`config.mk`:
```
export PLATFORM = sky130hd
export DESIGN_NAME = serial_comparator
export DESIGN_NICKNAME = d
export VERILOG_FILES = /design/src/rtl/serial_comparator.sv
export SDC_FILE = /design/constraint.sdc
export NUM_CORES = 1
export LEC_CHECK = 0
export ABC_AREA = 1
export CELL_PAD_IN_SITES_DETAIL_PLACEMENT = 1
export CELL_PAD_IN_SITES_GLOBAL_PLACEMENT = 1
export CORE_MARGIN = 2
export CORE_UTILIZATION = 40
export DETAILED_ROUTE_END_ITERATION = 7
export PLACE_DENSITY = 0.88
export RECOVER_POWER = 50
export SETUP_SLACK_MARGIN = 0.4
export SYNTH_ARGS = -nofsm -noshare
export SYNTH_HDL_FRONTEND = slang
export SYNTH_SLANG_ARGS = --single-unit
export TNS_END_PERCENT = 50
```
`constraint.sdc`:
```
create_clock -name clk -period 3.9 [get_ports clk]
set_input_delay 0.585 -clock clk [delete_from_list [all_inputs] [get_ports clk]]
set_output_delay 0.585 -clock clk [all_outputs]
set_load 0.1 [all_outputs]
```
`src/rtl/serial_comparator.sv`:
```
`default_nettype none
// ============================================================================
// Module   : serial_comparator
// Purpose  : Bit-serial magnitude comparator. Compares two WIDTH-bit operands
//            MSB-first, one bit per clock, in unsigned or two's-complement
//            mode, stopping at the first differing bit.
// Ports    : clk          - rising-edge clock
//            rst_n        - asynchronous active-low reset
//            start        - request, sampled only while idle
//            signed_mode  - 0 = unsigned, 1 = two's-complement (latched)
//            a, b         - operands (latched with start)
//            busy         - comparison in progress
//            done         - one-cycle pulse, result valid
//            equal/lesser/greater - registered result flags (a vs b)
// Revision : 1.0 - initial release
// ============================================================================
module serial_comparator #(
  parameter int WIDTH = 8   // legal range 2..32
) (
  input  logic             clk,
  input  logic             rst_n,
  input  logic             start,
  input  logic             signed_mode,
  input  logic [WIDTH-1:0] a,
  input  logic [WIDTH-1:0] b,
  output logic             busy,
  output logic             done,
  output logic             equal,
  output logic             lesser,
  output logic             greater
);

  localparam int              c_idx_w   = $clog2(WIDTH);
  localparam logic [c_idx_w-1:0] c_msb_idx = c_idx_w'(WIDTH - 1);
  localparam logic [c_idx_w-1:0] c_one     = c_idx_w'(1);

  typedef enum logic [0:0] {
    ST_IDLE = 1'b0,
    ST_CMP  = 1'b1
  } state_t;

  state_t               r_state,   w_state_n;
  logic [WIDTH-1:0]     r_a,       w_a_n;
  logic [WIDTH-1:0]     r_b,       w_b_n;
  logic                 r_signed,  w_signed_n;
  logic [c_idx_w-1:0]   r_idx,     w_idx_n;
  logic                 r_busy,    w_busy_n;
  logic                 r_done,    w_done_n;
  logic                 r_equal,   w_equal_n;
  logic                 r_lesser,  w_lesser_n;
  logic                 r_greater, w_greater_n;

  logic                 w_bit_a;
  logic                 w_bit_b;
  logic                 w_a_wins;

  assign w_bit_a = r_a[r_idx];
  assign w_bit_b = r_b[r_idx];

  // At the sign bit a set bit means negative in signed mode, so the operand
  // holding the 1 is the smaller one. Below the sign bit the weight is
  // positive in both modes.
  assign w_a_wins = (r_signed && (r_idx == c_msb_idx)) ? w_bit_b : w_bit_a;

  always_ff @(posedge clk or negedge rst_n) begin
    if (!rst_n) begin
      r_state   <= ST_IDLE;
      r_a       <= '0;
      r_b       <= '0;
      r_signed  <= 1'b0;
      r_idx     <= '0;
      r_busy    <= 1'b0;
      r_done    <= 1'b0;
      r_equal   <= 1'b0;
      r_lesser  <= 1'b0;
      r_greater <= 1'b0;
    end else begin
      r_state   <= w_state_n;
      r_a       <= w_a_n;
      r_b       <= w_b_n;
      r_signed  <= w_signed_n;
      r_idx     <= w_idx_n;
      r_busy    <= w_busy_n;
      r_done    <= w_done_n;
      r_equal   <= w_equal_n;
      r_lesser  <= w_lesser_n;
      r_greater <= w_greater_n;
    end
  end

  always_comb begin
    w_state_n   = r_state;
    w_a_n       = r_a;
    w_b_n       = r_b;
    w_signed_n  = r_signed;
    w_idx_n     = r_idx;
    w_busy_n    = r_busy;
    w_done_n    = 1'b0;          // done is a single-cycle pulse
    w_equal_n   = r_equal;
    w_lesser_n  = r_lesser;
    w_greater_n = r_greater;

    case (r_state)
      ST_IDLE: begin
        if (start) begin
          w_a_n       = a;
          w_b_n       = b;
          w_signed_n  = signed_mode;
          w_idx_n     = c_msb_idx;
          w_equal_n   = 1'b0;
          w_lesser_n  = 1'b0;
          w_greater_n = 1'b0;
          w_busy_n    = 1'b1;
          w_state_n   = ST_CMP;
        end
      end

      ST_CMP: begin
        if (w_bit_a != w_bit_b) begin
          w_greater_n = w_a_wins;
          w_lesser_n  = ~w_a_wins;
          w_done_n    = 1'b1;
          w_busy_n    = 1'b0;
          w_state_n   = ST_IDLE;
        end else if (r_idx == '0) begin
          // All bits matched; idx never wraps below zero.
          w_equal_n   = 1'b1;
          w_done_n    = 1'b1;
          w_busy_n    = 1'b0;
          w_state_n   = ST_IDLE;
        end else begin
          w_idx_n     = r_idx - c_one;
        end
      end

      default: begin
        w_state_n = ST_IDLE;
        w_busy_n  = 1'b0;
      end
    endcase
  end

  assign busy    = r_busy;
  assign done    = r_done;
  assign equal   = r_equal;
  assign lesser  = r_lesser;
  assign greater = r_greater;

endmodule
`default_nettype wire

```
; Yosys cells after proc, flatten, opt, wreduce, memory -nomap -nowiden
; Cells that the tools add are included.
[op_classes]
add_sub_neg = 1
n_mux = 28
magnitude_cmp = 1
eq_ne = 8
n_bitwise = 2
n_reduce_logical = 7
[op_table]
columns = op, count
row1 = 1-bit two-way mux, 17
row2 = 1-bit one-hot mux with 2 select lines, 5
row3 = 3-bit two-way mux, 3
row4 = 1-bit binary-select mux with 3-bit select, 2
row5 = "2-bit inequality test, second input constant", 3
row6 = 3-bit one-hot mux with 2 select lines, 1
row7 = 2-bit AND reduction, 3
row8 = 3-bit AND reduction, 2
row9 = "3-bit by 4-bit < comparator with 1-bit output, second input constant", 1
row10 = "2-bit by 1-bit inequality test with 1-bit output, second input constant", 2
row11 = "3-bit equality test, second input constant", 1
row12 = 3-bit logical NOT, 1
row13 = "3-bit by 1-bit inequality test with 1-bit output, second input constant", 1
row14 = "3-bit by 1-bit subtractor with 3-bit output, second input constant", 1
row15 = 1-bit NOT, 2
row16 = 1-bit logical AND, 1
row17 = 1-bit inequality test, 1
[totals]
register_bits = 26
input_bits = 20

; Logic depth before layout (Yosys ltp)
; Gate-level depths: netlist of run 1.
[logic_depth]
word_depth = 6
depth_mapped = 13
ltp_nobuf = 12

; Worst setup path after synthesis of run 1
; Ideal clock, no wire load.
[synth_path]
path_type = flip-flop to output port
from = reg r_lesser (netlist: lesser)
to = out lesser
path_slack_ns = 2.417
t_arrival_ns = 0.898
path_buffers = 0
t_required_ns = 3.315
path_stages_with_launch = 1
path_cell_list = dfrtp_1
[synth_lines]
columns = element, line
row1 = start: declaration, 50  ; logic r_lesser, w_lesser_n;
row2 = start signal: assignment, 86  ; r_lesser <= w_lesser_n;
row3 = end: declaration, 29  ; output logic lesser,
; No word-level cell between the ends.

; Final worst setup path of run 1
[layout_path]
from = reg r_lesser (netlist: lesser)
to = out lesser
; No word-level cell between the ends.

==> results of run 1 <==
==> power groups by stage <==
stage	Combinational (uW)	Clock, uW	Sequential [uW]
floorplan	616	0	607
global placement	864	0	504
detailed placement	918	0	515
CTS	929	196	509
global route	992	209	522
finish	888	191	503
==> synth_stat cells (all sizes together) <==
library cell / n
nand2: 79
dfrtp: 26
inv: 19
nand3: 18
o21ai: 13
clkbuf: 4
nor2: 4
ha: 3
buf: 2
nand4: 1
xnor2: 1
==> kinds of logic (layout without fill, tap and decap cells) <==
kind of cell             count (synthesis)  in the layout  share of synthesized area (%)
AND/OR/NAND/NOR                        102            102                          35.52
buffers and inverters                   25             47                          8.140
adder cells (fa/ha/maj)                  3              3                          2.776
AO/OA/AOI/OAI                           13             13                          4.810
flip-flops                              26             26                          48.10
XOR/XNOR                                 1              1                         0.6477
==> path summary, 6_finish.rpt <==
check	start	end	slack, ns
min in group asynchronous	rst_n	r_b[3]	0.93
setup / recovery	lesser	lesser	1.45
max in group asynchronous	rst_n	r_signed	2.27
hold reg to reg	r_b[4]	r_b[4]	0.50
hold / removal	r_b[4]	r_b[4]	0.50
setup reg to reg	r_idx[0]	r_idx[0]	1.57
==> layout by cell type, fill, tap and decap left out <==
| cell type | netlist | layout |
|---|---|---|
| bufinv_16 | 0 | 1 |
| clkbuf_4 | 0 | 3 |
| clkdlybuf4s50_1 | 0 | 23 |
| clkinvlp_2 | 0 | 1 |
| dfrtp_1 | 26 | 26 |
| dlygate4sd3_1 | 0 | 1 |
| ha_1 | 3 | 3 |
| inv_1 | 17 | 17 |
| inv_2 | 1 | 1 |
| nand2_1 | 66 | 66 |
| nand2_2 | 9 | 9 |
| nand2_4 | 4 | 4 |
| nand3_1 | 16 | 18 |
| nand4_1 | 1 | 1 |
| nor2_1 | 3 | 3 |
| nor2_2 | 1 | 1 |
| o21ai_0 | 12 | 12 |
| o21ai_1 | 1 | 1 |
| xnor2_1 | 1 | 1 |
==> through the flow <==
stage,util (%),setup slack [ns],hold WS (ns)
2_1_floorplan,-,2.417,0.2894
3_3_place_gp,49.22,1.667,0.4756
3_5_place_dp,49.22,1.543,0.4843
4_1_cts,50.82,1.423,0.5178
5_1_grt,50.17,1.357,0.5365
6_report,50.17,1.447,0.5045
==> final cells by class <==
type | count | area (sq um) | share of cell area [%]
sequential | 26 | 650.6 | 39.48
multi-input combinational | 119 | 574.3 | 34.85
timing repair buffer | 24 | 240.2 | 14.58
inverter | 19 | 72.57 | 4.404
tap | 46 | 57.56 | 3.493
clock inverter | 1 | 30.03 | 1.822
clock buffer | 3 | 22.52 | 1.367
==> sequential cells by signal, summed over array words and instances (netlist names) <==
signal	count
r_signed	1
r_idx	3
busy	1
done	1
equal	1
r_state	1
r_a	8
r_b	8
lesser	1
greater	1
==> worst reg2reg max path: cells and delay by family (launching register included) <==
family | cells | cell delay [ns]
simple gates | 10 | 1.08
flops | 1 | 0.62
buf+inv | 1 | 0.53
==> per-layer routing <==
metal  wire [um]  track usage [%]  vias up
met5           0                0        -
met4          68            7.500        0
met3          96            3.986        5
met2        1689            33.70       18
met1        1416            21.55      527
li1            -                -      568
==> run metrics, run 1 <==
Syn Std Cell Area 0.001353 sq mm; post-DP HPWL 2.397 mm; Die Height 62.15 um; Max Fclk 407.7 MHz; CP max-delay cell clkdlybuf4s50_1; die width 62.15 um; cts bufs inserted 3; diode count 0; CTS tree yes; die footprint 0.003863 sq mm; layout cell share with drive strength beyond 1 10.42%; setup bufs post-CTS 0; sequential fraction of the synthesis area 48.10%; DRC 0; Cells after Synth 170; overall power 1582 uW; DR WL/cell 13.74 um; outcome completed; crit-path cells clkdlybuf4s50_1; IO buf count 24; Yosys reg bits 26; RSZ-0062 raised after global routing false; core area 0.003284 sq mm; Via density 4.697; Sw Ratio 50.83%; Internal Power 777.9 uW; hold buffer count at CTS 0; top cell type's share of synthesized area 48.10%; WP depth 1; Worst Setup Path Type flop to primary output; GRT overflow 0; number of synthesis warnings 0; placed cell count 234; Post-DP Area 0.001617 sq mm; CP top delay family buffers and inverters; Yosys cell types 20; critical-path maximum fanout 2; Design Area, Final 0.001648 sq mm; global placer's final weighted congestion 0.8190; Crit. End Element primary output; Arr. time, crit path 1.87 ns; P_sw 804.3 uW; P_leak 0.0008398 uW; Buf/Inv on CP 1; non-filler cells, final 238; Sink Count 26; antenna viol nets, final 0; # rows 21; Worst Reg2Reg Path Length in Cells 11; GRT Total Usage 18.68%; first-pass GRT wire length 5.630 mm; final wirelength 3.271 mm; initial antenna violation count 0; Hold Path Class flop to flop; Seq pwr share 31.8%; Initial Utilization 41.18%; PwrDens 960.2 mW/mm^2; Peak VDD IR 394.6 uV; period utilization 62.89%; Slew headroom 19.94%; clock network power share 12.1%; Slew Viols, Final 0; CTS resizes 0; Syn-to-layout area delta 21.83%; htree depth 1; Clk pin slew, worst setup/hold paths 0.15 ns; leading area contributor after synthesis dfrtp_1; Ports 25; Net Count, Synth 193; Nets 216; Worst Max-Slew Pin Slew 1.197 ns; clk root buf clkbuf_4; Worst Skew 0.01042 ns; Hold Violations, Final 0; setup violators final 0; number of global-route vias before repair 1218; layout filler cell count 410; top cells by area, synth dfrtp_1, nand2_1, nand3_1, inv_1, o21ai_0; largest net degree at the start of global routing 31; CP max stage delay 1.14 ns; Critical Path Source Type flop; setup_tns 0 ns; 1st-iter DRT viols 47; crit path time final 2.453 ns; Vias 1118; max_cap viols 0; Mean Syn Cell Area 7.956 sq um; clk_lat worst skew 0.34 ns; TritonRoute pass-1 iters 4; Comb pwr share 56.1%; CP Data Required Time 3.31 ns; Hold Path Depth 2; Bufs on Longest Clock Path 2
No activity file was read; power rests on OpenSTA's default activity.
==> run 2: changes to the inputs <==
- CORE_UTILIZATION: 40 -> 37
- PLACE_DENSITY: 0.88 -> 0.82
- clock period: 3.9 -> 2.4 ns (I/O delays scaled with it)
==> run 2 against run 1 <==
Against the previous run:
- critical path depth is 1 higher
- utilization decreased by 1.7 points
- non-clock buffer count rose by 3
- via count up 3.1%
- worst hold slack better by 0.015 ns
- global-route usage is 1.4 points lower
- cell count grew 1.3%
- largest cell class unchanged
- sequential share of layout area is 0.18 points lower
- sequential power is 63% higher
- clock skew fell by 0.0040 ns
==> run metrics, run 2 (synthesis results as in run 1) <==
DP Worst Slack 0.7735 ns; reg-to-reg startpoint r_idx[0]; CP Data Required Time 2.63 ns; Reg2Reg Setup Slack 0.74 ns; most frequent cells in the layout nand2_1, dfrtp_1, clkdlybuf4s50_1; worst setup path start rst_n; DRC 0; Die Height 64.46 um; post-DP HPWL 2.386 mm; cts bufs inserted 3; Via density 4.784; Worst Setup Path Type input port to async pin; 1st-iter DRT viols 19; CP top delay family buffers and inverters; DR WL/cell 13.07 um; largest net degree at the start of global routing 27; most common cell after layout, fill and taps aside nand2_1; Bufs on Longest Clock Path 2; die width 64.46 um; crit path time final 1.702 ns; critical-path maximum fanout 26; WHS Endpoint r_b[5]; RSZ-0062 raised after global routing false; Crit. End Element async pin; clk root buf clkbuf_4; final wirelength 3.150 mm; Max Fclk 587.4 MHz; Hold Violations, Final 0; PwrDens 1526 mW/mm^2; number of global-route vias before repair 1235; CP max stage delay 1.05 ns; diode count 0; Critical Path Source Type input port; Peak VDD IR 550.3 uV; clk_lat worst skew 0.34 ns; Design Area, Final 0.001655 sq mm; Syn-to-layout area delta 22.39%; Buf/Inv on CP 2; htree depth 1; global placer's final weighted congestion 0.7883; Arr. time, crit path 1.94 ns; # rows 21; die footprint 0.004155 sq mm; setup bufs post-CTS 0; overall power 2526 uW; Worst Skew 0.006457 ns; Ports 25; CTS resizes 0; Initial Utilization 39.60%; period utilization 70.93%; antenna viol nets, final 0; first-pass GRT wire length 5.513 mm; post-route worst setup slack 0.6976 ns; CTS tree yes; outcome completed; Nets 219; initial antenna violation count 0; CP max-delay cell clkbuf_1; r2r endpoint r_idx[0]; Hold Path Class flop to flop; Worst Max-Slew Pin Slew 1.445 ns; layout cell share with drive strength beyond 1 14.36%; P_leak 0.0008573 uW; Clk pin slew, worst setup/hold paths 0.15 ns; setup_tns 0 ns; Worst Reg2Reg Path Length in Cells 11; biggest registers after layout r_a: 8 flops, r_b: 8 flops, r_idx: 3 flops; IO buf count 24; setup violators final 0; Hold WS 0.5198 ns; Slew headroom 3.672%; GRT overflow 0; TritonRoute pass-1 iters 3; Sink Count 26; max_cap viols 0; Hold Path Depth 2; Post-DP Area 0.001627 sq mm; GRT Total Usage 17.28%; Slew Viols, Final 0; HP Start r_b[5]; core area 0.003416 sq mm; crit-path cells dlygate4sd3_1 -> clkbuf_1; Vias 1153; hold buffer count at CTS 0
-- run 2: cell types whose count changed in the layout (fill, tap and decap cells not counted), moves of 2 or more --
| cell | previous run | this run |
|---|---|---|
| clkbuf_1 | 0 | 2 |
| nand3_1 | 18 | 16 |
| buf_4 | 0 | 6 |
| clkdlybuf4s50_1 | 23 | 18 |
-- run 2: metal layers --
layer,GRT usage [%],routed length [um],vias up
met4,8.245,65,0
li1,-,-,571
met1,20.29,1377,563
met3,2.778,74,5
met2,30.73,1632,14
met5,0,0,-
-- run 2: worst max path at each step --
stage                          end  slack, ns  cells past startpoint
after detailed placement  r_idx[0]       0.77                      8
final                         done       0.70                      2
after floorplan             lesser       1.08                     11
after global placement        busy       0.81                      6
after global routing        r_b[1]       0.46                      2
after CTS                 r_idx[0]       0.73                      8
-- run 2: area by class of cell --
| type | count | area [sq um] |
|---|---|---|
| timing repair buffer | 27 | 242.7 |
| clock buffer | 4 | 36.28 |
| inverter | 19 | 76.32 |
| sequential | 26 | 650.6 |
| multi-input combinational | 119 | 591.8 |
| fill | 423 | 1760 |
| tap | 46 | 57.56 |
-- run 2: per-stage QoR --
step	utilization, %	std cells
2_1_floorplan	-	170
3_3_place_gp	47.62	237
3_5_place_dp	47.62	237
4_1_cts	48.68	241
5_1_grt	48.46	241
6_report	48.46	241
-- run 2: power breakdown --
part           switching (uW)  internal [uW]  leakage (uW)
clock network             146           93.2     0.0000210
registers                 171            647      0.000320
logic                    1000            464      0.000517
==> run 3: changes to the inputs <==
- CORE_UTILIZATION: 37 -> 34
- PLACE_DENSITY: 0.82 -> 0.8
- clock period: 2.4 -> 1.5 ns (I/O delays scaled with it)
==> run 3 against run 2 <==
Against the previous run:
- the flow now finishes with violations (setup timing)
- routed wire length increased by 20%
- flip-flop and latch count unchanged
- sequential share of layout area down 6.5 points
- utilization grew 4.8 points
- global-route usage grew 1.5 points
- non-clock buffer count grew 11
- design area increased by 20%
- worst hold slack worse by 0.048 ns
- clock skew grew 0.0021 ns
- critical endpoint is now greater
- highest routed layer unchanged
==> run metrics, run 3 (synthesis results as in run 1) <==
outcome finished with violations; failing checks setup timing; crit-path cells buf_6 -> buf_4 -> ha_1 -> nand3_1 -> nand2_1 -> nand2_2 -> nand3_2 -> nand2_1 -> inv_1; P_leak 0.0009880 uW; first-pass GRT wire length 6.182 mm; Ports 25; biggest registers after layout r_a: 8 flops, r_b: 8 flops, r_idx: 3 flops; CP max stage delay 0.51 ns; post-route worst setup slack -0.03144 ns; Hold Violations, Final 0; Arr. time, crit path 1.71 ns; # rows 22; GRT overflow 0; Seq pwr share 26.2%; Slew Viols, Final 0; clock network power share 8.9%; CTS tree yes; Sink Count 26; Worst Max-Slew Pin Slew 0.6450 ns; layout cell share with drive strength beyond 1 35.27%; final wirelength 3.765 mm; crit path time final 1.531 ns; CP Data Required Time 1.67 ns; cts bufs inserted 3; PwrDens 2593 mW/mm^2; clk_lat worst skew 0.28 ns; initial antenna violation count 0; CP top delay family flip-flops; 1st-iter DRT viols 19; Clk pin slew, worst setup/hold paths 0.09 ns; Max Fclk 653.0 MHz; most frequent cells in the layout nand2_1, dfrtp_1, nand2_2; diode count 0; DR WL/cell 14.76 um; Initial Utilization 36.13%; Worst Skew 0.008589 ns; Internal Power 2591 uW; setup violators final 6; Design Area, Final 0.001993 sq mm; Post-DP Area 0.001737 sq mm; number of global-route vias before repair 1328; post-DP HPWL 2.437 mm; Sw Ratio 49.87%; RSZ-0062 raised after global routing true; Nets 231; period utilization 102.1%; Crit. End Element flop; largest net degree at the start of global routing 27; die width 67.07 um; max_cap viols 0; die footprint 0.004498 sq mm; Critical Path Source Type flop; Peak VDD IR 807.8 uV; Worst Setup Path Type flop to flop; Hold Path Class input port to flop; Slew headroom 57.00%; htree depth 1; most common cell after layout, fill and taps aside nand2_1; TritonRoute pass-1 iters 3; Bufs on Longest Clock Path 2; Via density 4.737; clk root buf clkbuf_8; antenna viol nets, final 0; Comb pwr share 64.9%; layout filler cell count 458; P_sw 2577 uW; critical-path maximum fanout 7; Hold WS 0.4720 ns; Die Height 67.07 um; GRT Total Usage 18.80%; core area 0.003744 sq mm; global placer's final weighted congestion 0.8573; Vias 1208; Buf/Inv on CP 3; IO buf count 24; most used cell, CP nand2_1; Syn-to-layout area delta 47.36%; CP max-delay cell dfrtp_2; DRC 0
-- run 3: changes by cell type in the layout (fill, tap and decap cells not counted), sizes merged --
cell / change
clkbuf: -1
inv: +1
buf: +12
-- run 3: what timing repair did --
action / 4_1_cts / 5_1_grt
buffers inserted: 8 / 1
pin swaps: 7 / 19
gates cloned: 1 / 1
hold buffers: 0 / 0
setup endpoints to repair: 30 / 27
gates resized for setup: 17 / 17
-- run 3: area by class of cell --
| class | count | area [sq um] | area share (%) |
|---|---|---|---|
| Timing Repair Buffer | 38 | 432.9 | 21.72 |
| Clock buffer | 4 | 55.05 | 2.762 |
| Timing Repair inverter | 1 | 6.256 | 0.3139 |
| Tap cell | 48 | 60.06 | 3.013 |
| Inverter | 19 | 83.83 | 4.206 |
| Sequential cell | 26 | 654.4 | 32.83 |
| Multi-Input combinational cell | 119 | 700.7 | 35.15 |
-- run 3: through the flow --
stage          power (uW)  cells  setup TNS, ns  setup slack [ns]  util [%]
3_5_place_dp         4006    240        -0.5219           -0.1054     46.39
6_report             5169    255        -0.1012          -0.03144     53.24
3_3_place_gp         3850    240       -0.04670          -0.03534     46.39
5_1_grt              5551    255        -0.7932           -0.1286     53.24
4_1_cts              4867    253              0           0.03369     51.37
2_1_floorplan        3262    170              0            0.1910         -
-- run 3: worst paths after layout --
path | slack, ns | start | depth (start not counted) | end
hold reg to reg | 0.50 | r_b[4] | 2 | r_b[4]
max in group asynchronous | 0.55 | rst_n | 2 | r_idx[1]
setup reg to reg | -0.03 | r_idx[0] | 9 | greater
setup / recovery | -0.03 | r_idx[0] | 9 | greater
hold / removal | 0.47 | b[4] | 3 | r_b[4]
min in group asynchronous | 0.49 | rst_n | 2 | r_a[6]
-- run 3: power by group through the flow --
stage / registers [uW] / clock network, uW / logic, uW
after detailed placement: 1360 / 0 / 2640
after floorplan: 1580 / 0 / 1680
after global routing: 1400 / 495 / 3660
final: 1360 / 460 / 3350
after CTS: 1330 / 467 / 3070
after global placement: 1340 / 0 / 2510
-- run 3: routing by layer --
layer  wire length (um)  vias to the layer above  track usage (%)  part of all wire (%)
met5                  0                        -                0                     0
met4                 64                        0            7.653                   1.7
met3                100                        4            2.534                   2.7
met2               2065                       16            34.16                    55
met1               1535                      593            21.94                    41
li1                   -                      595                -                     -
-- run 3: worst min-delay path: stages --
cell and delay, ns:
clkdlybuf4s50_1 0.39, nand2_1 0.06, nand2_1 0.04
